## src/rtl/alu_seq.sv

```systemverilog
// Multi-cycle ALU with registered result and flags, a start/busy/done handshake,
// one-bit-per-cycle shifts/rotates and an optional shift-add multiplier.
module alu_seq #(
  parameter int WIDTH  = 8,
  parameter bit MUL_EN = 1'b1
) (
  input  logic             clk,
  input  logic             reset_n,
  input  logic             start,
  input  logic [3:0]       operation,
  input  logic [WIDTH-1:0] lhs_in,
  input  logic [WIDTH-1:0] rhs_in,
  output logic             busy,
  output logic             done,
  input  logic             assert_bus,
  output logic [WIDTH-1:0] bus_out,
  output logic             bus_en,
  output logic             flag_zero,
  output logic             flag_acarry,
  output logic             flag_lcarry,
  output logic             flag_sign,
  output logic             flag_overflow
);

  localparam int SW = $clog2(WIDTH);
  localparam logic [SW:0] MUL_STEPS = (SW + 1)'(WIDTH);

  typedef enum logic [1:0] {IDLE, RUN, FIN} state_t;

  state_t             state;
  logic [3:0]         op_r;
  logic [SW:0]        cnt;
  logic [WIDTH-1:0]   work;
  logic [WIDTH-1:0]   mcand;
  logic [2*WIDTH-1:0] acc;

  logic               is_shift, is_mul, imm_multi, imm_clr, cin, imm_ac, imm_ov;
  logic [WIDTH-1:0]   b_eff, imm_res;
  logic [WIDTH:0]     sum;

  assign bus_en   = ~assert_bus;
  assign is_shift = (operation >= 4'd8) && (operation <= 4'd12);
  assign is_mul   = (operation == 4'd13) || (operation == 4'd14);

  // Ops finishing at the accept edge; shifts by 0 fall through to PASS-like behaviour on lhs
  always_comb begin
    b_eff     = rhs_in;
    cin       = 1'b0;
    imm_res   = '0;
    imm_ac    = 1'b0;
    imm_ov    = 1'b0;
    imm_clr   = 1'b0;
    imm_multi = (is_shift && (rhs_in[SW-1:0] != '0)) || (is_mul && MUL_EN);
    case (operation)
      4'd1:    cin = flag_acarry;
      4'd2:    begin b_eff = ~rhs_in; cin = 1'b1;        end
      4'd3:    begin b_eff = ~rhs_in; cin = flag_acarry; end
      default: ;
    endcase
    sum = {1'b0, lhs_in} + {1'b0, b_eff} + {{WIDTH{1'b0}}, cin};
    case (operation)
      4'd0, 4'd1, 4'd2, 4'd3: begin
        imm_res = sum[WIDTH-1:0];
        imm_ac  = sum[WIDTH];
        imm_ov  = (lhs_in[WIDTH-1] ^ sum[WIDTH-1]) & (b_eff[WIDTH-1] ^ sum[WIDTH-1]);
      end
      4'd4:         imm_res = lhs_in & rhs_in;
      4'd5:         imm_res = lhs_in | rhs_in;
      4'd6:         imm_res = lhs_in ^ rhs_in;
      4'd7:         imm_res = ~lhs_in;
      4'd13, 4'd14: imm_clr = 1'b1;
      4'd15:        imm_res = rhs_in;
      default:      imm_res = lhs_in;
    endcase
  end

  logic [WIDTH-1:0]   sh_next, run_res;
  logic               sh_out, run_lc, run_ov;
  logic [WIDTH:0]     madd;
  logic [2*WIDTH-1:0] acc_next;

  // One iteration step of the in-flight shift or multiply
  always_comb begin
    sh_next = work;
    sh_out  = 1'b0;
    case (op_r)
      4'd8:    begin sh_next = {work[WIDTH-2:0], 1'b0};           sh_out = work[WIDTH-1]; end
      4'd9:    begin sh_next = {1'b0, work[WIDTH-1:1]};           sh_out = work[0];       end
      4'd10:   begin sh_next = {work[WIDTH-1], work[WIDTH-1:1]};  sh_out = work[0];       end
      4'd11:   begin sh_next = {work[WIDTH-2:0], work[WIDTH-1]};  sh_out = work[WIDTH-1]; end
      4'd12:   begin sh_next = {work[0], work[WIDTH-1:1]};        sh_out = work[0];       end
      default: ;
    endcase
    madd     = {1'b0, acc[2*WIDTH-1:WIDTH]} + (acc[0] ? {1'b0, mcand} : {(WIDTH+1){1'b0}});
    acc_next = {madd, acc[WIDTH-1:1]};
    run_res  = sh_next;
    run_lc   = sh_out;
    run_ov   = 1'b0;
    if (op_r == 4'd13 || op_r == 4'd14) begin
      run_res = (op_r == 4'd13) ? acc_next[WIDTH-1:0] : acc_next[2*WIDTH-1:WIDTH];
      run_lc  = 1'b0;
      run_ov  = |acc_next[2*WIDTH-1:WIDTH];
    end
  end

  // Handshake FSM; result and flags are only written on the edge that enters FIN
  always_ff @(posedge clk or negedge reset_n) begin
    if (!reset_n) begin
      state         <= IDLE;
      busy          <= 1'b0;
      done          <= 1'b0;
      op_r          <= '0;
      cnt           <= '0;
      work          <= '0;
      mcand         <= '0;
      acc           <= '0;
      bus_out       <= '0;
      flag_zero     <= 1'b0;
      flag_acarry   <= 1'b0;
      flag_lcarry   <= 1'b0;
      flag_sign     <= 1'b0;
      flag_overflow <= 1'b0;
    end else begin
      case (state)
        IDLE: begin
          done <= 1'b0;
          if (start) begin
            op_r  <= operation;
            busy  <= 1'b1;
            work  <= lhs_in;
            mcand <= lhs_in;
            acc   <= {{WIDTH{1'b0}}, rhs_in};
            cnt   <= is_mul ? MUL_STEPS : {1'b0, rhs_in[SW-1:0]};
            if (imm_multi) begin
              state <= RUN;
            end else begin
              state         <= FIN;
              done          <= 1'b1;
              bus_out       <= imm_res;
              flag_zero     <= (imm_res == '0) & ~imm_clr;
              flag_acarry   <= imm_ac;
              flag_lcarry   <= 1'b0;
              flag_sign     <= imm_res[WIDTH-1];
              flag_overflow <= imm_ov;
            end
          end
        end
        RUN: begin
          work <= sh_next;
          acc  <= acc_next;
          cnt  <= cnt - 1'b1;
          if (cnt == (SW + 1)'(1)) begin
            state         <= FIN;
            done          <= 1'b1;
            bus_out       <= run_res;
            flag_zero     <= (run_res == '0);
            flag_acarry   <= 1'b0;
            flag_lcarry   <= run_lc;
            flag_sign     <= run_res[WIDTH-1];
            flag_overflow <= run_ov;
          end
        end
        FIN: begin
          done  <= 1'b0;
          busy  <= 1'b0;
          state <= IDLE;
        end
        default: state <= IDLE;
      endcase
    end
  end

endmodule

```

## config.mk

```make
export PLATFORM = sky130hd
export DESIGN_NAME = alu_seq
export DESIGN_NICKNAME = d
export VERILOG_FILES = /design/src/rtl/alu_seq.sv
export SDC_FILE = /design/constraint.sdc
export NUM_CORES = 1
export LEC_CHECK = 0
export CAP_MARGIN = 15
export CORE_MARGIN = 2
export CORE_UTILIZATION = 55
export DETAILED_ROUTE_END_ITERATION = 7
export PLACE_DENSITY_LB_ADDON = 0.3
export SYNTH_ARGS = -nofsm -noshare
export SYNTH_HDL_FRONTEND = slang
export SYNTH_SLANG_ARGS = --single-unit
```

## constraint.sdc

```tcl
create_clock -name clk -period 6.5 [get_ports clk]
set_input_delay 1.3 -clock clk [delete_from_list [all_inputs] [get_ports clk]]
set_output_delay 1.3 -clock clk [all_outputs]
set_load 0.01 [all_outputs]
```

* Word-level counts from Yosys, hierarchy flattened
Cells that the tools add are included.
** Storage, ports and cells
- Bits in registers :: 57
- Input port bits :: 24
- Output and inout port bits :: 16
- Word-level logic and storage cells :: 134
** Operators by class
- Add/subtract/negate cells :: 4
- Magnitude comparators :: 2
- Equal/unequal tests :: 23
- Multiplexer cells :: 54
- Bitwise gates (word level) :: 11
- Reductions and logical operators :: 26
** Operator list (count)
- 8-bit 2-to-1 mux :: 8
- 8-bit one-hot mux with 7 select lines :: 1
- 4-bit equality test (second input constant) :: 10
- 8-bit one-hot mux with 5 select lines :: 1
- 16-bit one-hot mux with 2 select lines :: 1
- 8-bit one-hot mux with 2 select lines :: 2
- 1-bit 2-to-1 mux :: 24
- 8-bit by 8-bit adder with 9-bit output :: 2
- 4-bit by 3-bit equality test with 1-bit output (second input constant) :: 4
- 8-bit zero test :: 2
- 16-bit 2-to-1 mux :: 1
- 8-bit inverter :: 2
- 1-bit one-hot mux with 2 select lines :: 8
- 2-bit AND reduction :: 5
- 9-bit by 1-bit adder with 9-bit output :: 1
- 8-bit bitwise AND :: 1
- 4-bit by 1-bit equality test with 1-bit output (second input constant) :: 2
- 4-bit by 2-bit equality test with 1-bit output (second input constant) :: 2
- 4-bit 2-to-1 mux :: 2
- 8-bit OR :: 1
- 4-bit one-hot mux with 2 select lines :: 1
- 2-bit OR reduction :: 4
- 8-bit OR reduction :: 1
- 8-bit bitwise XOR :: 1
- 21 further kinds :: 33

* Logic depth before layout (Yosys ltp)
Gate-level depths: netlist of run 1.
- Word-level depth :: 11
- Depth in mapped cells :: 13
- Mapped depth without buffers :: 12

* Worst setup path after synthesis of run 1
OpenSTA, ideal clock, no wires.
- Path type :: input port to flip-flop
- Start :: input operation[2]
- End :: register bus_out[6]
- Library setup time :: 82 ps
- Data arrival time :: 3925 ps
- Required time :: 6418 ps
- Setup slack :: 2493 ps
- Stages on the path :: 13
- Cells stage by stage :: nor2_1 > and2_1 > buf_4 > xnor2_1 > fa_1 > fa_1 > a21o_1 > a21oi_1 > nor2_1 > mux2i_1 > o211a_1 > or2_2 > a31oi_1
** Between the ends
- Cells in the longest elaborated chain, start to end :: 9
- Elaborated cells on any way between the ends :: 31
- Classes of those cells :: add/sub: 2; order compare: 2; eq/ne: 11; mux: 6; reduce/logical: 10
** Ends and longest elaborated chain
- start: declaration :: RTL line 10 : input logic [3:0] operation,
- 4-bit by 2-bit equality test with 1-bit output :: RTL line 54, 61
- 2-bit OR reduction (no line)
- 8-bit 2-to-1 mux
- 8-bit by 8-bit adder with 9-bit output :: RTL line 60 : sum = {1'b0, lhs_in} + {1'b0, b_eff} + {{WIDTH{1'b0}}, cin};
- 9-bit by 1-bit adder with 9-bit output :: RTL line 60
- 8-bit one-hot mux with 7 select lines :: RTL line 61 : case (operation)
- 8-bit 2-to-1 mux :: RTL line 134 : if (imm_multi) begin
- 8-bit 2-to-1 mux :: RTL line 127 : if (start) begin
- 8-bit one-hot mux with 2 select lines :: RTL line 124 : case (state)
- end signal: assignment :: RTL line 139 : bus_out <= imm_res;
- end signal: assignment :: RTL line 155 : bus_out <= run_res;
- end: declaration :: RTL line 16 : output logic [WIDTH-1:0] bus_out,
Several ways; a longest one is shown, not always the timed one. The select of a mux whose other input is x is not followed.
A chain may end at the register's enable or synchronous reset.

* Final worst setup path of run 1
- Start :: input operation[3]
- End :: register flag_zero
** Between the ends
- Cells in the longest elaborated chain, start to end :: 11
- Elaborated cells on any way between the ends :: 35
- Classes of those cells :: add/sub: 2; order compare: 2; eq/ne: 11; mux: 7; bitwise: 2; reduce/logical: 11
** Ends and longest elaborated chain
- 4-bit by 2-bit equality test with 1-bit output :: RTL line 54, 61
- 2-bit OR reduction (no line)
- 8-bit 2-to-1 mux
- 8-bit by 8-bit adder with 9-bit output :: RTL line 60
- 9-bit by 1-bit adder with 9-bit output :: RTL line 60
- 8-bit one-hot mux with 7 select lines :: RTL line 61
- 8-bit zero test :: RTL line 140 : flag_zero <= (imm_res == '0) & ~imm_clr;
- 1-bit bitwise AND :: RTL line 140
- 1-bit 2-to-1 mux :: RTL line 134
- 1-bit 2-to-1 mux :: RTL line 127
- 1-bit one-hot mux with 2 select lines :: RTL line 124
- end signal: assignment :: RTL line 140
- end signal: assignment :: RTL line 156 : flag_zero <= (run_res == '0);
- end: declaration :: RTL line 18 : output logic flag_zero,
Several ways; a longest one is shown, not always the timed one. The select of a mux whose other input is x is not followed.

==> results.py, run 1 <==
metrics = {
    "critical_path": {
        "cp-end-kind": "register",
        "crit_family": "simple AND/OR/NAND/NOR gates",
        "crit_type": "primary input to register",
        "max_stage_delay_ns": 0.48,
        "r2r_end": "flag_overflow$_DFFE_PN0P_",
        "cp_slowest_cell": "and2_1",
        "r2r_cells": 9,
        "cp_num_buf_inv": 2,
        "r2r-start": "acc[0]$_DFFE_PN0P_",
        "critPathArrivalTime_ns": 5.02,
        "path_max_fanout": 22,
        "path_cells": "clkdlybuf4s50_1 -> buf_4 -> nor2_1 -> and2_1 -> xnor2_1 -> fa_1 -> fa_1 -> a21o_1 -> a21oi_1 -> xnor2_1 -> o221ai_1 -> nor4_1 -> a32oi_1 -> o21ai_0",
        "worst-r2r-setup-slack_ns": 3.29,
        "crit_start": "operation[3]",
        "required_ns": 6.73,
        "worstSetupStartpointType": "primary input",
    },
    "timing": {
        "slew_viol_final": 0,
        "fin_crit_ns": 4.78,
        "worst_slew_pin_slew_ns": 0.873,
        "fin_crit_sh_pct": 73.5,
        "max_clock_freq_mhz": 209,
        "timing_hold_violations_final": 0,
        "max_slew_margin_pct": 41.7,
        "setup_viol": 0,
        "finalSetupTns_ns": 0,
        "skew_ns": 0.0135,
        "rsz0062_at_grt": "no",
    },
    "cells_and_area": {
        "stdcell_area_mm2": 0.00536,
        "final_nets": 674,
        "layout.cells.non_filler": 719,
        "drive_gt1_share_pct": 6.06,
        "final_core_util_pct": 61.8,
        "fillers": 829,
        "syn_to_final_growth_pct": 9.89,
        "antenna_cells": 0,
    },
    "detailed_routing": {
        "via_per_inst": 6.41,
        "firstDrtPassIters": 5,
        "route.met3.wl_um": 755,
        "ant_nets": 0,
        "drt-wirelength-per-cell_um": 19.1,
        "dr_wl_met2_um": 6480,
        "num_vias": 4610,
        "drt_first_iter_violations": 423,
        "wl_met1_um": 6140,
        "wl_um": 13700,
        "top_layer": "met4",
        "drc": 0,
    },
    "yosys": {
        "synth_seq_cells": 56,
        "synthDistinctLibCells": 69,
        "synth_seq_area_share_pct": 28.7,
        "synth_area_leaders": "dfrtp_1 29%, ha_1 9.5%, o21ai_0 5.8%",
        "async_reset_ff_share_pct": 100,
        "synthCells": 591,
        "synth_top_cell_area_share_pct": 28.7,
        "syn_avg_cell_area_um2": 8.26,
        "yosysWarnings": 0,
        "synth.cell_area_mm2": 0.00488,
        "syn-num-nets": 655,
        "synthTopCellsByCount": "67 x nand2_1, 57 x o21ai_0, 56 x dfrtp_1, 50 x nor2_1, 37 x ha_1",
        "synth_ff_type": "dfrtp_1",
        "synth_edf_count": 0,
        "yosysMostFrequentCell": "nand2_1",
        "yosys.area.top_type": "dfrtp_1",
    },
    "clocking": {
        "cts_buffer_depth": 2,
        "insertion_delay_ns": 0.32,
        "cts_tree": "yes",
        "cts_resized": 0,
        "numCtsBuffers": 5,
        "h-tree-depth": 2,
        "clkTransAtPathRegs_ns": 0.10,
        "post_cts_buffers": 0,
        "clkSinkCount": 56,
        "cts-root-buf": "clkbuf_8",
        "cts_hold_buf": 0,
    },
    "floorplan": {
        "die-area_mm2": 0.00964,
        "die_h_um": 98.2,
        "core_mm2": 0.00868,
        "io_pins": 40,
        "dieWidth_um": 98.2,
        "start_util_pct": 56.2,
        "rows": 34,
    },
    "global_routing": {
        "grt_pass1_wl_um": 22800,
        "grt_pass1_vias": 4529,
        "grtUsageTotal_pct": 29.1,
        "antenna_found_initial": 0,
        "grt-ovfl-total": 0,
        "grt_start_max_net_pins": 57,
    },
    "outcome": {
        "outcome": "finished, final reports clean",
    },
    "pwr": {
        "peakVddDrop_v": 0.000277,
        "power_density_mw_per_mm2": 372,
        "leakagePower_nw": 2.35,
        "finalPower_w": 0.00199,
    },
    "placement": {
        "numPortBuffers": 39,
        "placed_cells": 711,
        "place.detailed.hpwl_um": 10400,
        "gp_congestion": 0.965,
        "dpl-instance-area_mm2": 0.00527,
    },
    "min_path": {
        "hp-class": "register to register",
        "min_to": "mcand[4]$_DFFE_PN0P_",
        "min_path_cells": 2,
        "hp-start": "mcand[4]$_DFFE_PN0P_",
    },
    "run": {
        "maxCapViolations": 0,
    },
}
## how the worst max path moves through the flow
stage	end	slack, ns	depth (start not counted)
2_1_floorplan	bus_out[6]$_DFFE_PN0P_	2.49	13
3_3_place_gp	flag_zero$_DFFE_PN0P_	1.49	14
3_5_place_dp	flag_zero$_DFFE_PN0P_	1.40	14
4_1_cts	flag_zero$_DFFE_PN0P_	1.71	14
5_1_grt	flag_zero$_DFFE_PN0P_	1.31	14
6_report	flag_zero$_DFFE_PN0P_	1.72	14
## registers in the layout, summed over array words and instances, names as in the netlist
| register | cells |
|---|---|
| busy | 1 |
| flag_acarry | 1 |
| op_r | 4 |
| bus_out | 8 |
| acc | 16 |
| work | 8 |
| cnt | 4 |
| done | 1 |
| state | 2 |
| flag_lcarry | 1 |
| mcand | 8 |
| flag_overflow | 1 |
| flag_zero | 1 |
## metal layers
layer	global-route usage (%)	vias up
met5	0	-
met4	9.69	0
met3	3.36	30
met2	47.6	179
met1	40.2	2218
li1	-	2183
## per-stage QoR
| step | hold slack [ns] | worst slack [ns] |
|---|---|---|
| 4_1_cts | 0.489 | 1.71 |
| 5_1_grt | 0.532 | 1.31 |
| 3_5_place_dp | 0.466 | 1.40 |
| 3_3_place_gp | 0.459 | 1.49 |
| 6_report | 0.490 | 1.72 |
| 2_1_floorplan | 0.442 | 2.49 |
## cell families (layout without fill, tap and decap cells)
family	after synthesis	count (layout)	share of synthesized area, %
xor gates and xnor gates	17	17	3.05
DFF	56	56	28.7
muxes	30	30	6.36
and+or+nand+nor	193	193	19.1
buffers and inverters	65	85	6.23
AOI/OAI and AO/OA	189	189	25.7
adders and majority gates	41	41	10.9
## power breakdown
| group | switching, W | internal, W | total, W |
|---|---|---|---|
| logic | 0.000621 | 0.000471 | 0.00109 |
| registers | 0.000203 | 0.000491 | 0.000694 |
| clock network | 0.000121 | 0.0000871 | 0.000208 |
| total | 0.000945 | 0.00105 | 0.00199 |
## cells in the final DEF, fill, tap and decap left out, types with 4 or more instances in the layout
cell type / Yosys / routed
a211o_1: 4 / 4
a211oi_1: 12 / 12
a21o_1: 9 / 9
a21oi_1: 33 / 33
a221oi_1: 6 / 6
a22o_1: 8 / 8
a22oi_1: 4 / 4
and2_1: 12 / 12
buf_4: 2 / 7
clkbuf_8: 3 / 6
clkdlybuf4s50_1: 0 / 38
dfrtp_1: 56 / 56
ha_1: 37 / 37
inv_1: 31 / 31
mux2_2: 8 / 8
mux2i_1: 22 / 22
nand2_1: 67 / 67
nand2b_1: 5 / 5
nand3_1: 10 / 10
nand3b_1: 4 / 4
nor2_1: 50 / 50
nor2b_1: 5 / 5
nor3_1: 8 / 8
nor3b_1: 4 / 4
o21a_1: 6 / 6
o21ai_0: 57 / 57
o22ai_1: 5 / 5
o31ai_1: 5 / 5
or2_2: 7 / 7
xnor2_1: 16 / 16
## final cells by class
type	instances	area [um2]	share of cell area (%)
Multi-Input combinational cell	470	3180	59.3
Sequential cell	56	1400	26.1
Clock inverter	1	7.51	0.140
Timing Repair Buffer	46	438	8.16
Tap cell	108	135	2.52
Clock buffer	7	86.3	1.61
Inverter	31	116	2.17
## tightest hold or removal path: stages (launching register included)
cell     delay [ns]
dfrtp_1        0.35
nand2_1        0.05
o21ai_0        0.06
No activity file was read; power rests on OpenSTA's default activity.
==> inputs of run 2 (changes only) <==
--- a/config.mk
+++ b/config.mk
@@ -7,7 +7,7 @@
 export LEC_CHECK = 0
 export CAP_MARGIN = 15
 export CORE_MARGIN = 2
-export CORE_UTILIZATION = 55
+export CORE_UTILIZATION = 54
 export DETAILED_ROUTE_END_ITERATION = 7
 export PLACE_DENSITY_LB_ADDON = 0.3
 export SYNTH_ARGS = -nofsm -noshare
==> constraint.sdc (replaced) <==
create_clock -name clk -period 3.8 [get_ports clk]
set_input_delay 0.76 -clock clk [delete_from_list [all_inputs] [get_ports clk]]
set_output_delay 0.76 -clock clk [all_outputs]
set_load 0.01 [all_outputs]
==> run 2 against run 1 <==
Flip-flop and latch count unchanged. Via count increased by 3.3%. Critical path depth down 1. Die area grew 1.8%. Design area up 2.8%. Hold slack lost 0.0035 ns. Combinational power increased by 76%. Power up 76%. Largest cell class unchanged.
==> results.py, run 2 (same netlist as run 1, synthesis figures left out) <==
metrics = {
    "outcome": {
        "outcome": "finished, final reports clean",
    },
    "floorplan": {
        "io_pins": 40,
        "rows": 34,
        "die-area_mm2": 0.00981,
        "die_h_um": 99.1,
        "core_mm2": 0.00876,
        "start_util_pct": 55.7,
        "dieWidth_um": 99.1,
    },
    "pwr": {
        "leakagePower_nw": 2.45,
        "comb_power_share_pct": 54.5,
        "sw_frac_of_total_pct": 46.5,
        "finalPower_w": 0.00351,
        "clockPowerShare_pct": 11.4,
        "switchingPower_w": 0.00163,
        "power_density_mw_per_mm2": 638,
        "peakVddDrop_v": 0.000320,
        "p_int_w": 0.00188,
        "p_seq_share_pct": 34.1,
    },
    "detailed_routing": {
        "ant_nets": 0,
        "drt-wirelength-per-cell_um": 18.9,
        "firstDrtPassIters": 6,
        "drc": 0,
        "num_vias": 4762,
        "wl_um": 14000,
        "via_per_inst": 6.46,
        "drt_first_iter_violations": 437,
    },
    "clocking": {
        "cts-root-buf": "clkbuf_8",
        "clkSinkCount": 56,
        "numCtsBuffers": 5,
        "cts_tree": "yes",
        "cts_hold_buf": 0,
        "post_cts_buffers": 0,
        "clkTransAtPathRegs_ns": 0.10,
        "cts_buffer_depth": 2,
        "h-tree-depth": 2,
        "cts_resized": 0,
        "insertion_delay_ns": 0.31,
    },
    "critical_path": {
        "cp_slowest_cell": "clkdlybuf4s50_1",
        "cp-end-kind": "register",
        "crit_type": "primary input to register",
        "path_cells": "clkdlybuf4s50_1 -> nor2_1 -> and2_1 -> xnor2_1 -> fa_1 -> fa_1 -> a21o_1 -> a21oi_1 -> xnor2_1 -> o221ai_1 -> nor4_1 -> a32oi_1 -> o21ai_0",
        "r2r_cells": 10,
        "max_stage_delay_ns": 0.48,
        "required_ns": 4.02,
        "critPathArrivalTime_ns": 3.84,
        "worstSetupStartpointType": "primary input",
        "path_max_fanout": 3,
    },
    "cells_and_area": {
        "layout_common_cells": "67 x nand2_1, 57 x o21ai_0, 56 x dfrtp_1, 50 x nor2_1, 38 x clkdlybuf4s50_1",
        "antenna_cells": 0,
        "drive_gt1_share_pct": 8.74,
        "largest_register": "acc",
        "final_common_cell": "nand2_1",
        "seqCellArea_mm2": 0.00140,
        "final_core_util_pct": 62.9,
        "syn_to_final_growth_pct": 12.9,
        "stdcell_area_mm2": 0.00551,
        "final_nets": 692,
        "multiInputGateArea_mm2": 0.00318,
        "largest_reg_flops": 16,
        "fillers": 769,
        "layout.cells.non_filler": 737,
    },
    "timing": {
        "max_slew_margin_pct": 35.4,
        "slew_viol_final": 0,
        "setup_viol": 0,
        "max_clock_freq_mhz": 276,
        "skew_ns": 0.00613,
        "fin_crit_sh_pct": 95.2,
        "timing_hold_violations_final": 0,
        "rsz0062_at_grt": "no",
        "worst_slew_pin_slew_ns": 0.969,
        "finalWorstSetupSlack_ns": 0.181,
        "fin_crit_ns": 3.62,
    },
    "placement": {
        "place.detailed.hpwl_um": 10700,
        "placed_cells": 729,
        "dpl-instance-area_mm2": 0.00541,
        "gp_congestion": 0.947,
        "dp_slack_ns": -0.0786,
        "numPortBuffers": 39,
    },
    "global_routing": {
        "grtUsageTotal_pct": 28.8,
        "grt_pass1_wl_um": 22900,
        "grt-ovfl-total": 0,
        "grt_pass1_vias": 4571,
        "antenna_found_initial": 0,
        "grt_start_max_net_pins": 42,
    },
    "min_path": {
        "hp-class": "register to register",
        "min_path_cells": 1,
    },
    "run": {
        "maxCapViolations": 0,
    },
}
run 2: changes by cell type in the layout (fill, tap and decap cells not counted), sizes merged:
cell / before / now
bufinv: 0 / 1
clkinvlp: 1 / 0
clkbuf: 7 / 6
buf: 8 / 26
clkinv: 0 / 1
run 2: stage by stage:
stage | setup TNS, ns | hold WS (ns)
after floorplan | 0 | 0.442
after global placement | 0 | 0.458
after detailed placement | -0.106 | 0.470
after CTS | 0 | 0.494
after global routing | 0 | 0.517
final | 0 | 0.486
run 2: layout make-up:
cell class | count | area share, %
multi-input combinational | 470 | 57.7
sequential | 56 | 25.4
timing repair buffer | 64 | 10.4
tap | 108 | 2.45
inverter | 31 | 2.11
clock buffer | 6 | 1.32
clock inverter | 2 | 0.635
run 2: power by group through the flow:
stage / logic, W / clock network (W) / registers [W]
2_1_floorplan: 0.00143 / 0 / 0.00103
3_3_place_gp: 0.00183 / 0 / 0.00117
3_5_place_dp: 0.00188 / 0 / 0.00119
4_1_cts: 0.00189 / 0.000399 / 0.00118
5_1_grt: 0.00212 / 0.000425 / 0.00124
6_report: 0.00192 / 0.000400 / 0.00120
run 2: metal layers:
layer / global-route usage, % / up-vias / wire (um)
met2: 46.2 / 227 / 6430
met4: 13.3 / 0 / 648
met5: 0 / - / 0
li1: - / 2219 / -
met1: 39.6 / 2270 / 5920
met3: 2.48 / 46 / 963
run 2: final timing paths:
kind | to | slack, ns | startpoint
max | flag_zero$_DFFE_PN0P_ | 0.18 | operation[2]
min | bus_out[5]$_DFFE_PN0P_ | 0.49 | bus_out[5]$_DFFE_PN0P_
max reg2reg | flag_zero$_DFFE_PN0P_ | 0.60 | acc[0]$_DFFE_PN0P_
min reg2reg | bus_out[5]$_DFFE_PN0P_ | 0.49 | bus_out[5]$_DFFE_PN0P_
max in group asynchronous | op_r[3]$_DFFE_PN0P_ | 2.41 | reset_n
min in group asynchronous | flag_acarry$_DFFE_PN0P_ | 0.58 | reset_n
run 2: worst max-delay path: cells and delay by family:
| kind | cells | cell delay, ns |
|---|---|---|
| XOR/XNOR | 2 | 0.30 |
| adder cells (fa/ha/maj) | 2 | 0.86 |
| buffers and inverters | 1 | 0.48 |
| AND/OR/NAND/NOR | 3 | 0.54 |
| AO/OA/AOI/OAI | 5 | 0.90 |
==> inputs of run 3 (changes only) <==
--- a/config.mk
+++ b/config.mk
@@ -6,8 +6,10 @@
 export NUM_CORES = 1
 export LEC_CHECK = 0
 export CAP_MARGIN = 15
+export CORE_ASPECT_RATIO = 0.9
 export CORE_MARGIN = 2
-export CORE_UTILIZATION = 54
+export CORE_UTILIZATION = 55
+export CTS_BUF_LIST = sky130_fd_sc_hd__clkbuf_8
 export DETAILED_ROUTE_END_ITERATION = 7
 export PLACE_DENSITY_LB_ADDON = 0.3
 export SYNTH_ARGS = -nofsm -noshare
==> run 3 against run 2 <==
Wire length rose by 2.7%. Clock-buffer cell count rose by 1. Clock skew barely moved. Sequential power barely moved. Global-route usage rose by 2.3 points. Final cell count rose by 1.5%. Critical path type unchanged. Largest cell class unchanged. Largest power group unchanged.
==> results.py, run 3 (same netlist as run 1, synthesis figures left out) <==
metrics = {
    "critical_path": {
        "critPathArrivalTime_ns": 3.82,
        "max_stage_delay_ns": 0.51,
        "path_max_fanout": 2,
        "cp_slowest_cell": "o31ai_1",
        "worstSetupStartpointType": "primary input",
        "required_ns": 4.03,
        "path_cells": "clkdlybuf4s50_1 -> nor2_1 -> and2_1 -> xnor2_1 -> fa_1 -> fa_1 -> inv_1 -> o22ai_1 -> o31ai_1 -> nand4_1 -> nor4_1 -> a32oi_1 -> o21ai_0",
        "cp-end-kind": "register",
        "crit_type": "primary input to register",
        "crit_top_cell": "fa_1",
    },
    "clocking": {
        "cts_buffer_depth": 2,
        "h-tree-depth": 2,
        "clkTransAtPathRegs_ns": 0.10,
        "numCtsBuffers": 5,
        "clkSinkCount": 56,
        "cts-root-buf": "clkbuf_8",
        "cts_hold_buf": 0,
        "cts_tree": "yes",
        "insertion_delay_ns": 0.31,
        "cts_resized": 0,
        "post_cts_buffers": 0,
    },
    "detailed_routing": {
        "num_vias": 4744,
        "drc": 0,
        "wl_um": 14300,
        "via_per_inst": 6.34,
        "firstDrtPassIters": 7,
        "drt-wirelength-per-cell_um": 19.2,
        "ant_nets": 0,
        "drt_first_iter_violations": 482,
    },
    "timing": {
        "rsz0062_at_grt": "no",
        "setup_viol": 0,
        "max_clock_freq_mhz": 279,
        "timing_hold_violations_final": 0,
        "slew_viol_final": 0,
        "hold_ws_ns": 0.481,
        "fin_crit_ns": 3.59,
        "skew_ns": 0.00648,
        "max_slew_margin_pct": 33.7,
        "worst_slew_pin_slew_ns": 0.994,
        "fin_crit_sh_pct": 94.5,
    },
    "global_routing": {
        "grtUsageTotal_pct": 31.1,
        "antenna_found_initial": 0,
        "grt-ovfl-total": 0,
        "grt_pass1_vias": 4465,
        "grt_start_max_net_pins": 43,
        "grt_pass1_wl_um": 23100,
    },
    "floorplan": {
        "dieWidth_um": 103,
        "core_mm2": 0.00861,
        "die-area_mm2": 0.00965,
        "die_h_um": 93.4,
        "start_util_pct": 56.7,
        "io_pins": 40,
        "rows": 32,
    },
    "pwr": {
        "peakVddDrop_v": 0.000319,
        "leakagePower_nw": 2.46,
        "power_density_mw_per_mm2": 631,
    },
    "placement": {
        "numPortBuffers": 39,
        "dpl-instance-area_mm2": 0.00542,
        "gp_congestion": 0.978,
        "place.detailed.hpwl_um": 10800,
    },
    "min_path": {
        "hp-class": "register to register",
    },
    "outcome": {
        "outcome": "finished, final reports clean",
    },
    "cells_and_area": {
        "final_nets": 692,
        "syn_to_final_growth_pct": 13.7,
        "stdcell_area_mm2": 0.00555,
        "largest_register": "acc",
        "largest_reg_flops": 16,
        "final_common_cell": "nand2_1",
        "multiInputGateArea_mm2": 0.00318,
        "layout_common_cells": "67 x nand2_1, 57 x o21ai_0, 56 x dfrtp_1, 50 x nor2_1, 38 x clkdlybuf4s50_1",
        "fillers": 739,
        "seqCellArea_mm2": 0.00140,
        "antenna_cells": 0,
        "drive_gt1_share_pct": 9.06,
    },
    "run": {
        "maxCapViolations": 0,
    },
}
run 3: cell type report:
cell class                 count  share of cell area (%)
multi-input combinational    470                    57.4
sequential                    56                    25.3
timing repair buffer          64                    10.3
tap                          119                    2.68
inverter                      31                    2.10
clock buffer                   7                    1.74
clock inverter                 1                   0.541
run 3: through the flow:
step	worst slack, ns	setup TNS (ns)	power, W	utilization (%)	cells
after floorplan	0.333	0	0.00246	-	591
after global placement	-0.0385	-0.0385	0.00298	63.0	740
after detailed placement	-0.0581	-0.0581	0.00304	63.0	740
after CTS	0.251	0	0.00347	64.4	748
after global routing	0.0208	0	0.00377	64.5	748
final	0.209	0	0.00350	64.5	748
run 3: power breakdown:
part	internal [W]	switching [W]
registers	0.000840	0.000339
clock network	0.000233	0.000195
logic	0.000834	0.00106
run 3: path summary, 6_finish.rpt:
kind / start / end / slack [ns] / cells after the start
setup / recovery: operation[2] / flag_zero$_DFFE_PN0P_ / 0.21 / 13
hold / removal: mcand[3]$_DFFE_PN0P_ / mcand[3]$_DFFE_PN0P_ / 0.48 / 2
setup reg to reg: acc[0]$_DFFE_PN0P_ / flag_overflow$_DFFE_PN0P_ / 0.69 / 9
hold reg to reg: mcand[3]$_DFFE_PN0P_ / mcand[3]$_DFFE_PN0P_ / 0.48 / 2
max in group asynchronous: reset_n / state[1]$_DFFE_PN0P_ / 2.39 / 2
min in group asynchronous: reset_n / acc[13]$_DFFE_PN0P_ / 0.61 / 1
run 3: critical path: cells and delay by family:
family,cells,cell delay (ns)
compound gates,4,0.83
xor+xnor,1,0.15
fa+ha+maj,2,0.88
buf+inv,2,0.54
simple gates,4,0.66
run 3: routing by layer:
| layer | share of wire (%) | global-route usage, % | up-vias | wire length (um) |
|---|---|---|---|---|
| met1 | 43 | 44.2 | 2257 | 6190 |
| li1 | - | - | 2213 | - |
| met2 | 45 | 48.2 | 236 | 6410 |
| met3 | 8.8 | 4.78 | 38 | 1270 |
| met5 | 0 | 0 | - | 0 |
| met4 | 3.3 | 10.5 | 0 | 467 |
